`config.mk`:
```
export PLATFORM = sky130hd
export DESIGN_NAME = multicycle_ctrl_fsm
export DESIGN_NICKNAME = d
export VERILOG_FILES = /design/src/rtl/riscv_ctrl_pkg.sv /design/src/rtl/mem_wait_timer.sv /design/src/rtl/multicycle_ctrl_fsm.sv
export SDC_FILE = /design/constraint.sdc
export NUM_CORES = 1
export LEC_CHECK = 0
export CORE_ASPECT_RATIO = 0.7
export CORE_MARGIN = 1
export CORE_UTILIZATION = 40
export CTS_CLUSTER_DIAMETER = 100
export CTS_CLUSTER_SIZE = 24
export DETAILED_ROUTE_END_ITERATION = 8
export PLACE_DENSITY = 0.67
export SETUP_SLACK_MARGIN = 0.05
export SLEW_MARGIN = 30
export SYNTH_ARGS = -nofsm -noshare
export SYNTH_HDL_FRONTEND = slang
export SYNTH_SLANG_ARGS = --single-unit
export TNS_END_PERCENT = 10
```
`constraint.sdc`:
```
create_clock -name clk -period 2.4 [get_ports clk]
set_input_delay 0.6 -clock clk [delete_from_list [all_inputs] [get_ports clk]]
set_output_delay 0.6 -clock clk [all_outputs]
set_load 0.01 [all_outputs]
```
`src/rtl/riscv_ctrl_pkg.sv`:
```
// Shared definitions for the multicycle RV32I control path.
// Contents: supported opcodes, FSM state encoding and the datapath select
// encodings driven by multicycle_ctrl_fsm.
package riscv_ctrl_pkg;

    // Supported opcodes (IR[6:0])
    localparam logic [6:0] OP_LW  = 7'b0000011;
    localparam logic [6:0] OP_SW  = 7'b0100011;
    localparam logic [6:0] OP_R   = 7'b0110011;
    localparam logic [6:0] OP_I   = 7'b0010011;
    localparam logic [6:0] OP_BEQ = 7'b1100011;
    localparam logic [6:0] OP_JAL = 7'b1101111;

    typedef enum logic [3:0] {
        S_FETCH    = 4'd0,
        S_DECODE   = 4'd1,
        S_MEMADR   = 4'd2,
        S_MEMREAD  = 4'd3,
        S_MEMWB    = 4'd4,
        S_MEMWRITE = 4'd5,
        S_EXECR    = 4'd6,
        S_EXECI    = 4'd7,
        S_ALUWB    = 4'd8,
        S_BEQ      = 4'd9,
        S_JAL      = 4'd10
    } state_t;

    // ALU operation class
    localparam logic [1:0] ALU_OP_ADD   = 2'b00;
    localparam logic [1:0] ALU_OP_SUB   = 2'b01;
    localparam logic [1:0] ALU_OP_FUNCT = 2'b10;

    // Immediate format
    localparam logic [1:0] IMM_I = 2'b00;
    localparam logic [1:0] IMM_S = 2'b01;
    localparam logic [1:0] IMM_B = 2'b10;
    localparam logic [1:0] IMM_J = 2'b11;

    // Result mux
    localparam logic [1:0] RES_ALUOUT    = 2'b00;
    localparam logic [1:0] RES_DATA      = 2'b01;
    localparam logic [1:0] RES_ALURESULT = 2'b10;

    // ALU source A
    localparam logic [1:0] SRCA_PC    = 2'b00;
    localparam logic [1:0] SRCA_OLDPC = 2'b01;
    localparam logic [1:0] SRCA_RS1   = 2'b10;

    // ALU source B
    localparam logic [1:0] SRCB_RS2  = 2'b00;
    localparam logic [1:0] SRCB_IMM  = 2'b01;
    localparam logic [1:0] SRCB_FOUR = 2'b10;

endpackage

```
`src/rtl/mem_wait_timer.sv`:
```
// Wait-state counter for the memory-handshake states.
// Ports:
//   clk, rst_n  clock, asynchronous active-low reset
//   clear       restart the count at zero (state entry)
//   enable      count one more wait cycle
//   done        count has reached TIMEOUT_CYCLES (never set when TIMEOUT_CYCLES = 0)
module mem_wait_timer #(
    parameter int unsigned TIMEOUT_CYCLES = 255
) (
    input  logic clk,
    input  logic rst_n,
    input  logic clear,
    input  logic enable,
    output logic done
);

    localparam int unsigned CW = (TIMEOUT_CYCLES < 2) ? 1 : $clog2(TIMEOUT_CYCLES + 1);
    localparam logic [CW-1:0] LIMIT = CW'(TIMEOUT_CYCLES);

    logic [CW-1:0] cnt_r;

    // Wait-cycle counter; clear has priority over counting
    always_ff @(posedge clk or negedge rst_n) begin
        if (!rst_n) begin
            cnt_r <= {CW{1'b0}};
        end else if (clear) begin
            cnt_r <= {CW{1'b0}};
        end else if (enable) begin
            cnt_r <= cnt_r + CW'(1);
        end
    end

    // Terminal-count flag; a zero limit disables the timeout entirely
    always_comb begin
        if (TIMEOUT_CYCLES != 0) begin
            done = (cnt_r == LIMIT);
        end else begin
            done = 1'b0;
        end
    end

endmodule

```
`src/rtl/multicycle_ctrl_fsm.sv`:
```
// Control FSM for a multicycle RV32I datapath (lw, sw, R, I, beq, jal).
// Ports:
//   clk, rst_n      clock, asynchronous active-low reset
//   op, zero        opcode IR[6:0], ALU zero flag
//   mem_ready       memory handshake for the current access
//   mem_req/mem_write/adr_src          memory port control
//   ir_write/pc_write/reg_write        register enables
//   result_src/alu_src_a/alu_src_b/alu_op/imm_src  datapath selects
//   illegal_op, bus_err                1-cycle error pulses
//   instret         retired-instruction counter
// Outputs are decoded from the state register (ir_write, pc_write,
// mem_write also look at inputs) and forced low while rst_n is low, so a
// reset mid-access removes the write strobe immediately.
module multicycle_ctrl_fsm
    import riscv_ctrl_pkg::*;
#(
    parameter int unsigned TIMEOUT_CYCLES = 255,
    parameter int unsigned CNT_W          = 32
) (
    input  logic             clk,
    input  logic             rst_n,
    input  logic [6:0]       op,
    input  logic             zero,
    input  logic             mem_ready,
    output logic             mem_req,
    output logic             mem_write,
    output logic             adr_src,
    output logic             ir_write,
    output logic             pc_write,
    output logic             reg_write,
    output logic [1:0]       result_src,
    output logic [1:0]       alu_src_a,
    output logic [1:0]       alu_src_b,
    output logic [1:0]       alu_op,
    output logic [1:0]       imm_src,
    output logic             illegal_op,
    output logic             bus_err,
    output logic [CNT_W-1:0] instret
);

    state_t state_r;
    state_t state_next_s;
    logic   hold_s;       // waiting in a memory state, counter keeps running
    logic   tmo_s;        // wait budget exhausted
    logic   retire_s;
    logic   pc_update_s;
    logic   branch_s;

    // Any cycle that does not hold restarts the count, so every state entry
    // (including FETCH re-entered after a timeout) starts from zero.
    mem_wait_timer #(
        .TIMEOUT_CYCLES(TIMEOUT_CYCLES)
    ) u_timer (
        .clk   (clk),
        .rst_n (rst_n),
        .clear (~hold_s),
        .enable(hold_s),
        .done  (tmo_s)
    );

    // State register
    always_ff @(posedge clk or negedge rst_n) begin
        if (!rst_n) begin
            state_r <= S_FETCH;
        end else begin
            state_r <= state_next_s;
        end
    end

    // Retired-instruction counter, wraps naturally
    always_ff @(posedge clk or negedge rst_n) begin
        if (!rst_n) begin
            instret <= {CNT_W{1'b0}};
        end else if (retire_s) begin
            instret <= instret + CNT_W'(1);
        end
    end

    // Immediate format straight from the opcode, independent of state and reset
    always_comb begin
        case (op)
            OP_SW:   imm_src = IMM_S;
            OP_BEQ:  imm_src = IMM_B;
            OP_JAL:  imm_src = IMM_J;
            default: imm_src = IMM_I;
        endcase
    end

    // Next-state and per-state datapath controls
    always_comb begin
        state_next_s = state_r;
        hold_s       = 1'b0;
        retire_s     = 1'b0;
        pc_update_s  = 1'b0;
        branch_s     = 1'b0;
        mem_req      = 1'b0;
        mem_write    = 1'b0;
        adr_src      = 1'b0;
        ir_write     = 1'b0;
        reg_write    = 1'b0;
        result_src   = RES_ALUOUT;
        alu_src_a    = SRCA_PC;
        alu_src_b    = SRCB_RS2;
        alu_op       = ALU_OP_ADD;
        illegal_op   = 1'b0;
        bus_err      = 1'b0;

        if (!rst_n) begin
            state_next_s = S_FETCH;
        end else begin
            case (state_r)
                S_FETCH: begin
                    // Request is withdrawn in the timeout cycle; a late
                    // mem_ready in that same cycle still completes the fetch.
                    mem_req    = ~tmo_s;
                    alu_src_a  = SRCA_PC;
                    alu_src_b  = SRCB_FOUR;
                    alu_op     = ALU_OP_ADD;
                    result_src = RES_ALURESULT;
                    if (mem_ready) begin
                        ir_write     = 1'b1;
                        pc_update_s  = 1'b1;
                        state_next_s = S_DECODE;
                    end else if (tmo_s) begin
                        bus_err      = 1'b1;
                        state_next_s = S_FETCH;
                    end else begin
                        hold_s = 1'b1;
                    end
                end
                S_DECODE: begin
                    alu_src_a = SRCA_OLDPC;
                    alu_src_b = SRCB_IMM;
                    alu_op    = ALU_OP_ADD;
                    case (op)
                        OP_LW, OP_SW: state_next_s = S_MEMADR;
                        OP_R:         state_next_s = S_EXECR;
                        OP_I:         state_next_s = S_EXECI;
                        OP_BEQ:       state_next_s = S_BEQ;
                        OP_JAL:       state_next_s = S_JAL;
                        default: begin
                            illegal_op   = 1'b1;
                            state_next_s = S_FETCH;
                        end
                    endcase
                end
                S_MEMADR: begin
                    alu_src_a = SRCA_RS1;
                    alu_src_b = SRCB_IMM;
                    alu_op    = ALU_OP_ADD;
                    if (op == OP_LW) begin
                        state_next_s = S_MEMREAD;
                    end else if (op == OP_SW) begin
                        state_next_s = S_MEMWRITE;
                    end else begin
                        state_next_s = S_FETCH;
                    end
                end
                S_MEMREAD: begin
                    mem_req = ~tmo_s;
                    adr_src = 1'b1;
                    if (mem_ready) begin
                        state_next_s = S_MEMWB;
                    end else if (tmo_s) begin
                        bus_err      = 1'b1;
                        state_next_s = S_FETCH;
                    end else begin
                        hold_s = 1'b1;
                    end
                end
                S_MEMWB: begin
                    result_src   = RES_DATA;
                    reg_write    = 1'b1;
                    retire_s     = 1'b1;
                    state_next_s = S_FETCH;
                end
                S_MEMWRITE: begin
                    mem_req   = ~tmo_s;
                    mem_write = ~tmo_s;
                    adr_src   = 1'b1;
                    if (mem_ready) begin
                        retire_s     = 1'b1;
                        state_next_s = S_FETCH;
                    end else if (tmo_s) begin
                        bus_err      = 1'b1;
                        state_next_s = S_FETCH;
                    end else begin
                        hold_s = 1'b1;
                    end
                end
                S_EXECR: begin
                    alu_src_a    = SRCA_RS1;
                    alu_src_b    = SRCB_RS2;
                    alu_op       = ALU_OP_FUNCT;
                    state_next_s = S_ALUWB;
                end
                S_EXECI: begin
                    alu_src_a    = SRCA_RS1;
                    alu_src_b    = SRCB_IMM;
                    alu_op       = ALU_OP_FUNCT;
                    state_next_s = S_ALUWB;
                end
                S_ALUWB: begin
                    result_src   = RES_ALUOUT;
                    reg_write    = 1'b1;
                    retire_s     = 1'b1;
                    state_next_s = S_FETCH;
                end
                S_BEQ: begin
                    alu_src_a    = SRCA_RS1;
                    alu_src_b    = SRCB_RS2;
                    alu_op       = ALU_OP_SUB;
                    result_src   = RES_ALUOUT;
                    branch_s     = 1'b1;
                    retire_s     = 1'b1;
                    state_next_s = S_FETCH;
                end
                S_JAL: begin
                    // Link value PC+4 is produced here; ALUWB writes and retires it
                    alu_src_a    = SRCA_OLDPC;
                    alu_src_b    = SRCB_FOUR;
                    alu_op       = ALU_OP_ADD;
                    result_src   = RES_ALUOUT;
                    pc_update_s  = 1'b1;
                    state_next_s = S_ALUWB;
                end
                default: begin
                    state_next_s = S_FETCH;
                end
            endcase
        end

        pc_write = pc_update_s | (branch_s & zero);
    end

endmodule

```
Word level (Yosys, flattened, before mapping)
Cells that the tools add are included.
W data, S select, Z words.
- input bits: 11
- RAM bits: 0
- bits in latches: 0
- output and inout port bits: 50
- word-level logic and storage cells: 85
- memory bits (read-only): 0
- memories: 0
- register bits: 44
- bitwise gates (word level): 3
- order comparisons: 0
- multiplexer cells: 47
- multipliers: 0
- add/subtract/negate cells: 2
- shift operators: 0
- reductions and logical operators: 13
- equality and inequality tests: 17
- divide/modulo/power cells: 0
- operators with widths (cell ; count):
    $add A32 B1 Y32 const B ; 1
    $mux W1 ; 26
    $pmux W4 S6 ; 1
    $mux W4 ; 5
    $pmux W4 S5 ; 1
    $eq A4 B3 Y1 const B ; 4
    $pmux W2 S2 ; 4
    $eq A7 B6 Y1 const B ; 2
    $eq A7 B7 Y1 const B ; 2
    $eq A4 B4 Y1 const B ; 3
    $reduce_or A2 Y1 ; 6
    $reduce_or A3 Y1 ; 4
    $add A8 B1 Y8 const B ; 1
    $eq A4 B2 Y1 const B ; 2
    $eq A8 B8 Y1 const B ; 1
    $mux W2 ; 4
    $mux W8 ; 1
    $eq A7 B2 Y1 const B ; 1
    $eq A7 B5 Y1 const B ; 1
    $mux W3 ; 2
    $pmux W2 S3 ; 1
    $reduce_or A6 Y1 ; 1
    $eq A4 B1 Y1 const B ; 1
    $logic_not A4 Y1 ; 1
    5 further kinds ; 6

Longest topological paths before layout
Gate-level depths: netlist (run 1).
- depth in word-level cells: 6
- depth in mapped cells: 7
- mapped depth without buffers: 5

By module
From an unflattened synthesis (run 1), not the netlist that was laid out.
- cell total of the unflattened synthesis: 283
- area, all modules: 2885.3 µm²
- modules (own cells, without submodules) (module ; sequential area each (µm²) ; area each (µm²) ; times used ; cells an instance):
    multicycle_ctrl_fsm ; 900.9 ; 2488.6 ; 1 ; 244
    mem_wait_timer ; 200.2 ; 396.6 ; 1 ; 39

Worst setup path after synthesis (run 1)
OpenSTA, ideal clock, no wires.
- path kind: register to output
- start: reg state_r[2]
- end: out ir_write
- data required time: 1800 ps
- data arrival time: 1423 ps
- cell stages (with the launch flop): 5
- path buffers: 1
- slack: 377 ps
- path through: dfrtp_1 -> clkbuf_1 -> or2_2 -> nor3_1 -> and2_1
- cells in the longest elaborated chain, start to end: 3
- ends and longest elaborated chain (what ; line ; source):
    start: declaration ; multicycle_ctrl_fsm.sv:41 ; state_t state_r;
    start signal: assignment ; multicycle_ctrl_fsm.sv:66 ; state_r <= state_next_s;
    $logic_not A4 Y1 ; multicycle_ctrl_fsm.sv:111 ; case (state_r)
    $mux W1 ; multicycle_ctrl_fsm.sv:111 ;
    $mux W1 ; multicycle_ctrl_fsm.sv:108 ; if (!rst_n) begin
    end: declaration ; multicycle_ctrl_fsm.sv:28 ; output logic ir_write,
No other way between the ends.

Final worst setup path (run 1)
- start: reg state_r[0]
- end: out bus_err
- cells in the longest elaborated chain, start to end: 4
- elaborated cells on any way between the ends: 6
- ends and longest elaborated chain (what ; line ; source):
    $eq A4 B3 Y1, or another cell as far along ; multicycle_ctrl_fsm.sv:111 ;
    $reduce_or A3 Y1 (no line) * ; n/a ;
    $mux W1 * ; n/a ;
    $mux W1 * ; multicycle_ctrl_fsm.sv:108 ;
    end: declaration ; multicycle_ctrl_fsm.sv:37 ; output logic bus_err,
Mark *: on every way between the ends. The rest lies on a longest branch, timed or not.

==> results of run 1 <==
sequential cells by signal, summed over array words and instances (netlist names):
signal / flops
instret: 32
state_r: 4
u_timer.cnt_r: 8
placed cells by master, fill, tap and decap left out, drive strengths merged, types with 10 or more instances in the layout:
master	netlist	final
dfrtp	44	44
buf	4	46
and3	12	12
nand2	27	27
clkdlybuf4s50	0	39
nand4	12	12
nor3	12	12
nor2	28	28
xor2	21	21
xnor2	18	18
nand3	18	18
dlygate4sd2	0	10
logic make-up (layout without fill, tap and decap cells):
group / after synthesis / after routing / share of synthesized area [%]
simple gates: 144 / 144 / 32.71
flops: 44 / 44 / 43.29
xor+xnor: 39 / 39 / 14.02
compound gates: 20 / 20 / 5.411
buf+inv: 16 / 117 / 2.754
fa+ha+maj: 2 / 2 / 0.9836
mux: 2 / 2 / 0.8362
metrics by stage:
step / cells / hold WS [ns] / instance area, sq um / util (%)
floorplan: 267 / 0.3044 / 2544 / -
global placement: 430 / 0.4812 / 3476 / 58.63
detailed placement: 430 / 0.4862 / 3476 / 58.63
CTS: 441 / 0.3052 / 3593 / 60.62
global route: 443 / 0.3235 / 3636 / 61.33
finish: 443 / 0.3318 / 3636 / 61.33
layer usage:
layer  part of all wire, %  global-route usage (%)
met4                   1.2                   4.412
met1                    51                   28.34
met5                     0                       0
met2                    42                   28.70
met3                   5.7                   4.839
power groups by stage:
stage / Clock [mW] / Combinational [mW] / Sequential [mW]
6_report: 0.474 / 0.136 / 0.749
5_1_grt: 0.524 / 0.150 / 0.750
4_1_cts: 0.492 / 0.134 / 0.749
3_5_place_dp: 0 / 0.136 / 0.764
3_3_place_gp: 0 / 0.135 / 0.764
2_1_floorplan: 0 / 0.0489 / 0.764
worst paths after layout:
path,startpoint,endpoint,slack [ns]
max,state_r[0],bus_err,-0.04
min,rst_n,state_r[1],0.33
max reg2reg,state_r[2],instret[15],0.52
min reg2reg,instret[16],instret[16],0.49
max in group asynchronous,rst_n,instret[18],1.72
min in group clk,instret[16],instret[16],0.49
area by class of cell:
cell class,instances,area [sq um],share of cell area [%]
multi-input combinational,207,1421,39.09
clock buffer,8,90.09,2.478
sequential,44,1104,30.35
timing repair buffer,101,897.1,24.67
inverter,8,30.03,0.8259
tap,75,93.84,2.581
worst max-delay path, stage by stage (launching register included):
cell                              delay [ns]
sky130_fd_sc_hd__dfrtp_1                0.43
sky130_fd_sc_hd__xor2_1                 0.19
sky130_fd_sc_hd__o21ai_1                0.15
sky130_fd_sc_hd__nand3b_1               0.11
sky130_fd_sc_hd__nor2_1                 0.13
sky130_fd_sc_hd__clkdlybuf4s50_1        0.54
what timing repair did:
| item | CTS | global route |
|---|---|---|
| buffers inserted | 3 | 2 |
| endpoints found under the hold margin | 0 | 0 |
| pin swaps | 3 | 0 |
| gates resized for setup | 33 | 15 |
| endpoints found under the setup margin | 18 | 9 |
==> impl_metrics.json, run 1 <==
{
  "mapped_cell_area_sq_um": 2544,
  "place.gp.congestion": 0.7894,
  "grt_pass1_wl_microns": 10120,
  "via_count_of_the_first_global_routing_pass": 2088,
  "worst_slew_pin_slew_ns": 0.4489,
  "layout-drive-gt1-share_pct": 21.74,
  "failed_checks": "setup timing",
  "rsz_0062_raised_after_global_routing": "yes",
  "synth_top_cells_by_area": "sky130_fd_sc_hd__dfrtp_1 (43%), sky130_fd_sc_hd__xor2_1 (7.2%), sky130_fd_sc_hd__xnor2_1 (5.5%)",
  "synth_enable_flop_cells": 0,
  "netlist-cell-type-count": 45,
  "tritoncts_num_sinks": 44,
  "cts_max_path_buffers": 2,
  "worst-endpoint-arrival_ns": 1.84,
  "total_power_mw": 1.359,
  "grt_start_max_net_pins": 27,
  "synthesis.area_per_instance_sq_um": 9.527,
  "synth_cells": 267,
  "vias": 2268,
  "required_ns": 1.80,
  "synth_largest_area_cell": "sky130_fd_sc_hd__dfrtp_1",
  "worst-path-max-fanout": 5,
  "dominantRegCellSynth": "sky130_fd_sc_hd__dfrtp_1",
  "drc": 0,
  "status": "finished, violations left",
  "finalSetupViolCount": 1,
  "routed_wire_length_per_instance_microns": 13.95,
  "synth.ff_latch_count": 44,
  "finalWorstPathRequiredPeriod_ns": 2.436,
  "synth.yosys.seq_area_share_pct": 43.29,
  "antenna_violations_before_repair": 0,
  "yosysTopAreaCellShare_pct": 43.29,
  "cts_made_buffers": 5,
  "drv.max_cap_violation_count": 0,
  "fp.dieH_microns": 68.72,
  "drt_wl_total_microns": 6179,
  "yosys.cell_count.top_type": "sky130_fd_sc_hd__dfrtp_1",
  "n_antenna_cell": 0,
  "power.density_cell_area_nw_per_um2": 373.9,
  "path_class": "reg2out",
  "die_x_microns": 97.32,
  "fp.dieArea_sq_um": 6687,
  "root_buffer": "sky130_fd_sc_hd__clkbuf_8",
  "cts_tree": "yes",
  "fp-row-count": 23,
  "clk_latency_ns": 0.29,
  "filler_cell_count": 526,
  "yosysWarningCount": 0,
  "hp-class": "in2async",
  "finalSetupTns_ns": -0.03641,
  "timing.max_slew.rel_slack_pct": 69.84,
  "setup_slack_ns": -0.03641,
  "place_ws_ns": -0.4261,
  "finish.net_count": 380,
  "layout_worst_path_cycle_share_pct": 101.5,
  "cts_hold_buf": 0,
  "syn2layout_area_growth_pct": 42.94,
  "worst_r2r_path_depth": 8,
  "pin_count": 61,
  "global_route.overflow_total": 0,
  "clk_pin_slew_ns": 0.08,
  "first_pass_iters": 4,
  "drt-initial-drc-count": 99,
  "power_leakage_nw": 1.742,
  "finalClockSkew_ns": 0.004143,
  "core_sq_um": 5928,
  "hold_viol_final": 0,
  "synth.net_count": 280,
  "grt_usage_pct": 19.30,
  "comb_power_share_pct": 10.0,
  "vdd_drop_max_mv": 0.2123,
  "htree_levels": 2,
  "hpwl_dp_microns": 4649,
  "seq_power_share_pct": 55.1,
  "switching_share_pct": 23.19,
  "ys_async_sr_fraction_pct": 100.0,
  "cp-start-kind": "flop",
  "vias_per_cell": 5.120,
  "max_clock_freq_ghz": 0.4104,
  "clkPwrFrac_pct": 34.9,
  "endpoint_kind": "primary output",
  "antenna_left": 0,
  "initial_utilization_pct": 42.91,
  "net-switching-power_mw": 0.3153,
  "netlist_top_cells_count": "sky130_fd_sc_hd__dfrtp_1 (44), sky130_fd_sc_hd__nor2_1 (28), sky130_fd_sc_hd__nand2_1 (27), sky130_fd_sc_hd__xor2_1 (21)",
  "p_int_mw": 1.044,
  "finalMaxSlewViolations": 0,
  "portBuffers": 60
}
(Power assumes the default switching activity.)
==> inputs of run 2 (changes only) <==
==> constraint.sdc (replaced) <==
create_clock -name clk -period 2.4 [get_ports clk]
set_input_delay 0.48 -clock clk [delete_from_list [all_inputs] [get_ports clk]]
set_output_delay 0.48 -clock clk [all_outputs]
set_load 0.01 [all_outputs]
==> run 2 against run 1 <==
The run now ends clean. Largest power group unchanged. Non-clock buffer count decreased by 13. Highest routed layer unchanged. Combinational power is 4% lower. Register-to-register slack got worse by 0.06 ns. Critical path type unchanged. Critical path depth is the same. Sequential share of layout area rose by 0.96 points. Die area is the same.
==> impl_metrics.json, run 2 (synthesis gave the netlist of run 1 again) <==
{
  "status": "finished clean",
  "finish.net_count": 367,
  "finalClockSkew_ns": 0.009005,
  "hpwl_dp_microns": 4633,
  "cts_max_path_buffers": 2,
  "placed_instance_area_sq_um": 3386,
  "first_pass_iters": 4,
  "drt_wl_total_microns": 6254,
  "initial_utilization_pct": 42.91,
  "antenna_violations_before_repair": 0,
  "timing.critical_path.slowest_cell_delay_ns": 0.45,
  "fp-row-count": 23,
  "reg2reg_to": "instret[31]",
  "fp.dieArea_sq_um": 6687,
  "timing.critical_path.cells": "buf_2 -> buf_4 -> nand2b_2 -> a211oi_1 -> dlygate4sd2_1",
  "post-route-cell-area_sq_um": 3532,
  "layout_worst_path_cycle_share_pct": 96.74,
  "finalWorstPathRequiredPeriod_ns": 2.322,
  "fp.dieH_microns": 68.72,
  "drt-initial-drc-count": 132,
  "max_clock_freq_ghz": 0.4307,
  "worst-path-max-fanout": 6,
  "place.gp.congestion": 0.8331,
  "power_leakage_nw": 1.711,
  "cp-start-kind": "flop",
  "portBuffers": 60,
  "vdd_drop_max_mv": 0.2247,
  "capture_point_of_the_critical_path": "reg_write",
  "drv.max_cap_violation_count": 0,
  "hold_viol_final": 0,
  "registers.top_by_ff_count": "instret",
  "cts_tree": "yes",
  "largest_register_ff_count": 32,
  "crit_buf_inv": 3,
  "pin_count": 61,
  "reg_top3": "instret (32), u_timer.cnt_r (8), state_r (4)",
  "timing.max_slew.rel_slack_pct": 68.68,
  "endpoint_kind": "primary output",
  "clk_latency_ns": 0.29,
  "syn2layout_area_growth_pct": 38.86,
  "crit_cells": 5,
  "rsz_0062_raised_after_global_routing": "yes",
  "routed_wire_length_per_instance_microns": 14.58,
  "path_class": "reg2out",
  "final_cell_mix": "sky130_fd_sc_hd__clkdlybuf4s50_1 (43), sky130_fd_sc_hd__dfrtp_1 (40), sky130_fd_sc_hd__nand2_1 (27), sky130_fd_sc_hd__nor2_1 (27), sky130_fd_sc_hd__buf_4 (26)",
  "htree_levels": 2,
  "worst_slew_pin_slew_ns": 0.4662,
  "finalSetupViolCount": 0,
  "global_route.overflow_total": 0,
  "worstSetupStartpoint": "state_r[2]",
  "cts_made_buffers": 5,
  "filler_cell_count": 538,
  "vias": 2215,
  "grt_start_max_net_pins": 30,
  "ff2ff_setup_slack_ns": 0.46,
  "n_antenna_cell": 0,
  "worst-endpoint-arrival_ns": 1.84,
  "clk_pin_slew_ns": 0.08,
  "root_buffer": "sky130_fd_sc_hd__clkbuf_8",
  "required_ns": 1.92,
  "die_x_microns": 97.32,
  "worst_r2r_path_depth": 8,
  "finalMaxSlewViolations": 0,
  "core_sq_um": 5928,
  "crit_path_top_delay_cell": "sky130_fd_sc_hd__dfrtp_2",
  "drc": 0,
  "finalSetupTns_ns": 0,
  "hp-class": "in2async",
  "grt_pass1_wl_microns": 9936,
  "regToRegStartpoint": "state_r[2]",
  "grt_usage_pct": 18.84,
  "final_common_cell": "sky130_fd_sc_hd__clkdlybuf4s50_1",
  "via_count_of_the_first_global_routing_pass": 2056,
  "vias_per_cell": 5.163,
  "tritoncts_num_sinks": 44,
  "timing.critical_path.max_delay_family": "buffers and inverters",
  "layout-drive-gt1-share_pct": 18.64,
  "antenna_left": 0,
  "power.density_cell_area_nw_per_um2": 372.6
}
==> run 2: what timing repair did <==
action | CTS | global route
hold buffers | 0 | 0
gates cloned | 0 | 0
gates resized for setup | 17 | 17
pin swaps | 3 | 1
setup buffers | 0 | 4
endpoints found under the setup margin | 16 | 9
==> run 2: area by class of cell <==
cell class / instances / area, sq um / area share [%]
clock buffers: 6 / 72.57 / 2.055
inverters: 8 / 30.03 / 0.8502
flip-flops and latches: 44 / 1106 / 31.31
clock inverters: 1 / 5.005 / 0.1417
well taps: 75 / 93.84 / 2.657
repair buffers: 88 / 814.5 / 23.06
multi-input cells: 207 / 1410 / 39.92
==> run 2: metrics by stage <==
stage	instances	total power, mW	utilization [%]	worst slack [ns]	hold WS [ns]
after floorplan	267	0.8125	-	0.4965	0.1844
after global placement	418	0.8951	57.11	-0.1473	0.4846
final	429	1.316	59.58	0.07825	0.1901
after CTS	425	1.330	58.63	-0.07516	0.1842
after detailed placement	418	0.8970	57.11	-0.1995	0.4866
after global routing	429	1.376	59.58	0.01586	0.2079
==> run 2: worst register-to-register path, delay by kind of cell, from the launching register on <==
kind	cells	cell delay (ns)
flip-flops	1	0.45
XOR/XNOR	1	0.15
AO/OA/AOI/OAI	1	0.27
AND/OR/NAND/NOR	3	0.47
buffers and inverters	3	0.49
==> run 2: where the power goes <==
| group | internal (mW) | switching (mW) |
|---|---|---|
| sequential | 0.745 | 0.00608 |
| combinational | 0.0619 | 0.0686 |
| clock | 0.198 | 0.236 |
==> run 2: metal layers <==
layer  part of all wire [%]  global-route usage [%]  up-vias
met2                     42                   28.79       54
li1                       -                       -     1094
met5                      0                       0        -
met3                    5.9                   4.335        4
met1                     51                   27.48     1063
met4                   0.61                   3.860        0
==> run 2: worst min-delay path by stage <==
stage / endpoint / slack [ns]
final: state_r[1] / 0.19
after global routing: state_r[1] / 0.21
after CTS: state_r[1] / 0.18
after detailed placement: instret[16] / 0.49
after global placement: instret[16] / 0.48
after floorplan: instret[0] / 0.18
==> inputs of run 3 (changes only) <==
- CORE_MARGIN: 1 -> default
==> results of run 3 <==
No change in the layout: final DEF, timing and power equal those of run 2.
